--- src/rtl/l2_cacheline_adapter.sv ---
// Bridges the L2's single-transfer 256-bit line port to a 4-beat 64-bit memory burst.
// Read beats are assembled into line_o; a captured write line is serialised onto burst_o.
module l2_cacheline_adapter #(
  parameter int s_line    = 256,
  parameter int s_burst   = 64,
  parameter int s_offset  = 5,
  parameter int num_beats = s_line / s_burst
) (
  input  logic               clk,
  input  logic               rst,
  input  logic [s_line-1:0]  line_i,
  output logic [s_line-1:0]  line_o,
  input  logic [31:0]        address_i,
  input  logic               read_i,
  input  logic               write_i,
  output logic               resp_o,
  input  logic [s_burst-1:0] burst_i,
  output logic [s_burst-1:0] burst_o,
  output logic [31:0]        address_o,
  output logic               read_o,
  output logic               write_o,
  input  logic               resp_i
);

  localparam int CNT_W = (num_beats > 1) ? $clog2(num_beats) : 1;
  localparam logic [CNT_W-1:0] LAST_BEAT = CNT_W'(num_beats - 1);
  localparam logic [31:0] ADDR_MASK = ~((32'd1 << s_offset) - 32'd1);

  typedef enum logic [1:0] {IDLE, READ, WRITE, DONE} state_t;

  state_t             r_state;
  logic [CNT_W-1:0]   r_count;
  logic [31:0]        r_addr;
  logic [s_line-1:0]  r_wline;
  logic [s_line-1:0]  r_rline;
  logic               r_read;
  logic               r_write;
  logic               r_resp;

  // Read and write lines are kept apart so a writeback never disturbs the last filled line.
  always_ff @(posedge clk) begin
    if (rst) begin
      r_state <= IDLE;
      r_count <= '0;
      r_addr  <= '0;
      r_wline <= '0;
      r_rline <= '0;
      r_read  <= 1'b0;
      r_write <= 1'b0;
      r_resp  <= 1'b0;
    end else begin
      case (r_state)
        IDLE: begin
          r_count <= '0;
          if (read_i) begin
            r_addr  <= address_i;
            r_read  <= 1'b1;
            r_state <= READ;
          end else if (write_i) begin
            r_addr  <= address_i;
            r_wline <= line_i;
            r_write <= 1'b1;
            r_state <= WRITE;
          end
        end
        READ: begin
          if (resp_i) begin
            r_rline[s_burst*int'(r_count) +: s_burst] <= burst_i;
            if (r_count == LAST_BEAT) begin
              r_count <= '0;
              r_read  <= 1'b0;
              r_resp  <= 1'b1;
              r_state <= DONE;
            end else begin
              r_count <= r_count + 1'b1;
            end
          end
        end
        WRITE: begin
          if (resp_i) begin
            if (r_count == LAST_BEAT) begin
              r_count <= '0;
              r_write <= 1'b0;
              r_resp  <= 1'b1;
              r_state <= DONE;
            end else begin
              r_count <= r_count + 1'b1;
            end
          end
        end
        DONE: begin
          r_resp  <= 1'b0;
          r_state <= IDLE;
        end
        default: begin
          r_count <= '0;
          r_read  <= 1'b0;
          r_write <= 1'b0;
          r_resp  <= 1'b0;
          r_state <= IDLE;
        end
      endcase
    end
  end

  assign address_o = r_addr & ADDR_MASK;
  assign burst_o   = r_wline[s_burst*int'(r_count) +: s_burst];
  assign line_o    = r_rline;
  assign read_o    = r_read;
  assign write_o   = r_write;
  assign resp_o    = r_resp;

endmodule

--- config.mk ---
export PLATFORM = sky130hd
export DESIGN_NAME = l2_cacheline_adapter
export DESIGN_NICKNAME = d
export VERILOG_FILES = /design/src/rtl/l2_cacheline_adapter.sv
export SDC_FILE = /design/constraint.sdc
export NUM_CORES = 1
export LEC_CHECK = 0
export CORE_AREA = 2 2 280 282
export DETAILED_ROUTE_END_ITERATION = 10
export DIE_AREA = 0 0 282 284
export GPL_TIMING_DRIVEN = 0
export HOLD_SLACK_MARGIN = 0.03
export RECOVER_POWER = 50
export SYNTH_ARGS = -nofsm -noshare
export SYNTH_HDL_FRONTEND = slang
export SYNTH_SLANG_ARGS = --single-unit
--- constraint.sdc ---
create_clock -name clk -period 3.2 [get_ports clk]
set_input_delay 0.64 -clock clk [delete_from_list [all_inputs] [get_ports clk]]
set_output_delay 0.64 -clock clk [all_outputs]
set_load 0.05 [all_outputs]
==> reports/summary.log <==
INFO  global_routing grt_antenna_before_repair=27
INFO  critical_path  path_max_fanout=10
INFO  job            cap_violations=0
INFO  power_and_ir_drop p_leak=11.4nW
INFO  sta            worst-slew-pin-transition=1.05ns
INFO  sta            setup-tns-final=0ns
INFO  power_and_ir_drop maximum_vdd_drop=486uV
INFO  critical_path  critical_path_required=2.56ns
INFO  power_and_ir_drop power.density_cell_area=646nW/um^2
INFO  finish         final_common_cell=nand2_1
INFO  global_routing grt_usage=0.233
INFO  critical_path  r2r_cells=9
INFO  critical_path  timing.critical_path.from_type=flip-flop
INFO  placement      gp_congestion=0.927
INFO  floorplanning  dieArea=80100squm
INFO  critical_path  cp.arrival=2.44ns
INFO  status         result_of_the_run=complete, no violations
INFO  logic_synthesis prevailing_post_synth_register_cell=dfxtp_1
INFO  cts            tritoncts=yes
INFO  critical_path  timing.critical_path.depth=4
INFO  cts            clk_transition_reported_paths=0.06ns
INFO  critical_path  max_stage_delay=0.56ns
INFO  cts            cts-htree-levels=2
INFO  detailed_routing antenna_violating_nets_post_route=0
INFO  sta            worst_clock_skew=0.0393ns
INFO  logic_synthesis synth-seq-cells=546
INFO  critical_path  crit_path_end_kind=primary output
INFO  critical_path  crit_path_cell_trace=buf_6, buf_6, mux4_2, dlygate4sd2_1
INFO  sta            slew_headroom=0.300
INFO  logic_synthesis synth_area_per_cell=8.66squm
INFO  sta            finalSetupViolCount=0
INFO  sta            rsz0062_at_grt=no
INFO  cts            hold_buffers=0
INFO  sta            timing.final.crit_period=3.08ns
INFO  logic_synthesis synth_enable_flop_cells=0
INFO  global_routing grt_max_degree=18
INFO  sta            final_max_slew_viol_count=0
INFO  hold_path      holdCritPathClass=reg2reg
INFO  detailed_routing first_iter_violations=1309
INFO  cts            clkLatencyLatePin=0.63ns
INFO  logic_synthesis ys_types=41
INFO  cts            clock_tree.root_cell=clkbuf_16
INFO  detailed_routing route.detailed.wl_per_inst=22.9microns
INFO  placement      pre_cts_slack=-0.669ns
INFO  finish         final_core_util=0.402
INFO  critical_path  slowest_stage=mux4_2
INFO  floorplanning  core.rowCount=102
INFO  critical_path  r2r-start=r_state[0]$_SDFFE_PP0P_
INFO  finish         final_standard_cell_count_with_taps_included_and_fillers_excluded=4246
INFO  finish         final_layout_size_suffix_gt1_frac=0.0843
INFO  cts            cts-root-to-sink-buffers=3
INFO  sta            fmaxAchievable=0.325GHz
INFO  placement      placed_cells=4129
INFO  detailed_routing routed_via_density=4.89
INFO  floorplanning  die_h=284microns
INFO  critical_path  worst_setup_path_startpoint=r_count[0]$_SDFFE_PP0P_
INFO  detailed_routing detailedRoute.firstPassIterationCount=6
INFO  logic_synthesis yosysSeqAreaShare=0.529
INFO  cts            cts_made_buffers=61
INFO  hold_path      worst_hold_startpoint=line_o[70]$_SDFFE_PP0P_
INFO  critical_path  worst_path_dominant_cell_family=buffers and inverters
INFO  sta            post-route-worst-setup-slack=0.120ns
INFO  critical_path  critical_path_class=reg2out
INFO  logic_synthesis async_reset_ff_frac=0
INFO  logic_synthesis syn-instance-count=2386
INFO  global_routing vias_in_the_first_global_route=20000
INFO  logic_synthesis syn_area=20700squm
INFO  floorplanning  start_util=0.269
INFO  detailed_routing vias=20700
INFO  critical_path  cpMostUsedCell=buf_6
INFO  sta            finalCritPeriodShare=0.962
INFO  sta            finalHoldViolCount=0
INFO  placement      port-buffer-count=699
INFO  finish         layout.cells.most_common_list=nand2_1, dfxtp_1, a21oi_1
INFO  detailed_routing routed_wirelength=97100microns
INFO  floorplanning  core_area=77000squm
INFO  finish         areaGrowthSynthToFinish=49.5%
INFO  global_routing grt_first_pass_wirelength=138000microns
INFO  cts            cts_sinks=546
INFO  global_routing grt_remaining_overflow=0
INFO  placement      post-dp-hpwl=74200microns
INFO  floorplanning  die_width=282microns
INFO  cts            post-cts-setup-buffer-count=0
INFO  critical_path  crit_buf_inv=3
INFO  hold_path      hold_path_stages=2
INFO  logic_synthesis yosys_warnings=0
INFO  floorplanning  num_io_pins=712
INFO  detailed_routing drc=0
INFO  finish         fin_nets=3522
-- synth_stat cells, drive strengths merged (6+ instances only) --
cell	count	share of area
nand2	741	0.13
dfxtp	546	0.53
a21oi	461	0.11
nand3	178	0.043
buf	111	0.027
clkbuf	105	0.019
mux4	64	0.070
a22o	46	0.019
nor2	41	0.0074
a32oi	38	0.016
ha	13	0.0079
inv	6	0.0011
-- layer usage --
layer	up-vias	routed length [microns]	GRT usage
met5	-	151	0
met1	9980	39200	0.286
met3	198	7960	0.0608
li1	9704	-	-
met2	838	46300	0.389
met4	24	3550	0.0903
-- flip-flops by register name, indices dropped and copies added, names as in the netlist --
name	count
line_o	256
r_state	2
r_addr	27
r_count	2
read_o	1
r_wline	256
write_o	1
resp_o	1
-- worst min-delay path, delay by kind of cell, from the launching register on --
family	cells	cell delay, ns
compound gates	1	0.05
flops	1	0.30
simple gates	1	0.05
-- repair_timing --
item | 4_1_cts | 5_1_grt
endpoints found under the setup margin | 320 | 72
hold endpoints to repair | 0 | 0
pin swaps | 0 | 0
resized for setup | 202 | 48
-- where the power goes --
part	internal (W)	switching (W)
clock	0.00406	0.00292
combinational	0.00174	0.00359
sequential	0.00736	0.000302
total	0.0132	0.00681
-- per-stage QoR --
stage          instance area [sq um]  total power, W  hold WS, ns
6_report                       30900          0.0200        0.446
5_1_grt                        30900          0.0208        0.448
4_1_cts                        31000          0.0202        0.409
3_5_place_dp                   29000          0.0132        0.442
3_3_place_gp                   29000          0.0132        0.437
2_1_floorplan                  20700          0.0109        0.433
-- layout make-up --
class | count | area (sq um)
Fill cell | 7858 | 46100
Sequential cell | 546 | 10900
Multi-Input combinational cell | 1622 | 8770
Timing Repair Buffer | 699 | 6820
Clock buffer | 84 | 1720
Tap cell | 1040 | 1300
Buffer | 216 | 1040
Clock inverter | 18 | 256
Antenna cell | 15 | 37.5
Inverter | 6 | 22.5
-- cell families (layout without fill, tap and decap cells) --
family | Yosys count | after routing | share of synthesized area
buffers and inverters | 222 | 1023 | 0.0476
flip-flops | 546 | 546 | 0.529
AO/OA/AOI/OAI | 557 | 557 | 0.152
multiplexers | 67 | 67 | 0.0712
other | 1 | 20 | 0.000181
adder cells (fa/ha/maj) | 13 | 13 | 0.00787
AND/OR/NAND/NOR | 980 | 980 | 0.192
-- path summary, 6_finish.rpt --
kind	to	slack [ns]
setup / recovery	burst_o[35]	0.12
hold reg to reg	line_o[70]$_SDFFE_PP0P_	0.45
setup reg to reg	r_wline[76]$_SDFFE_PP0P_	0.26
hold / removal	line_o[70]$_SDFFE_PP0P_	0.45
(Power assumes the default switching activity.)
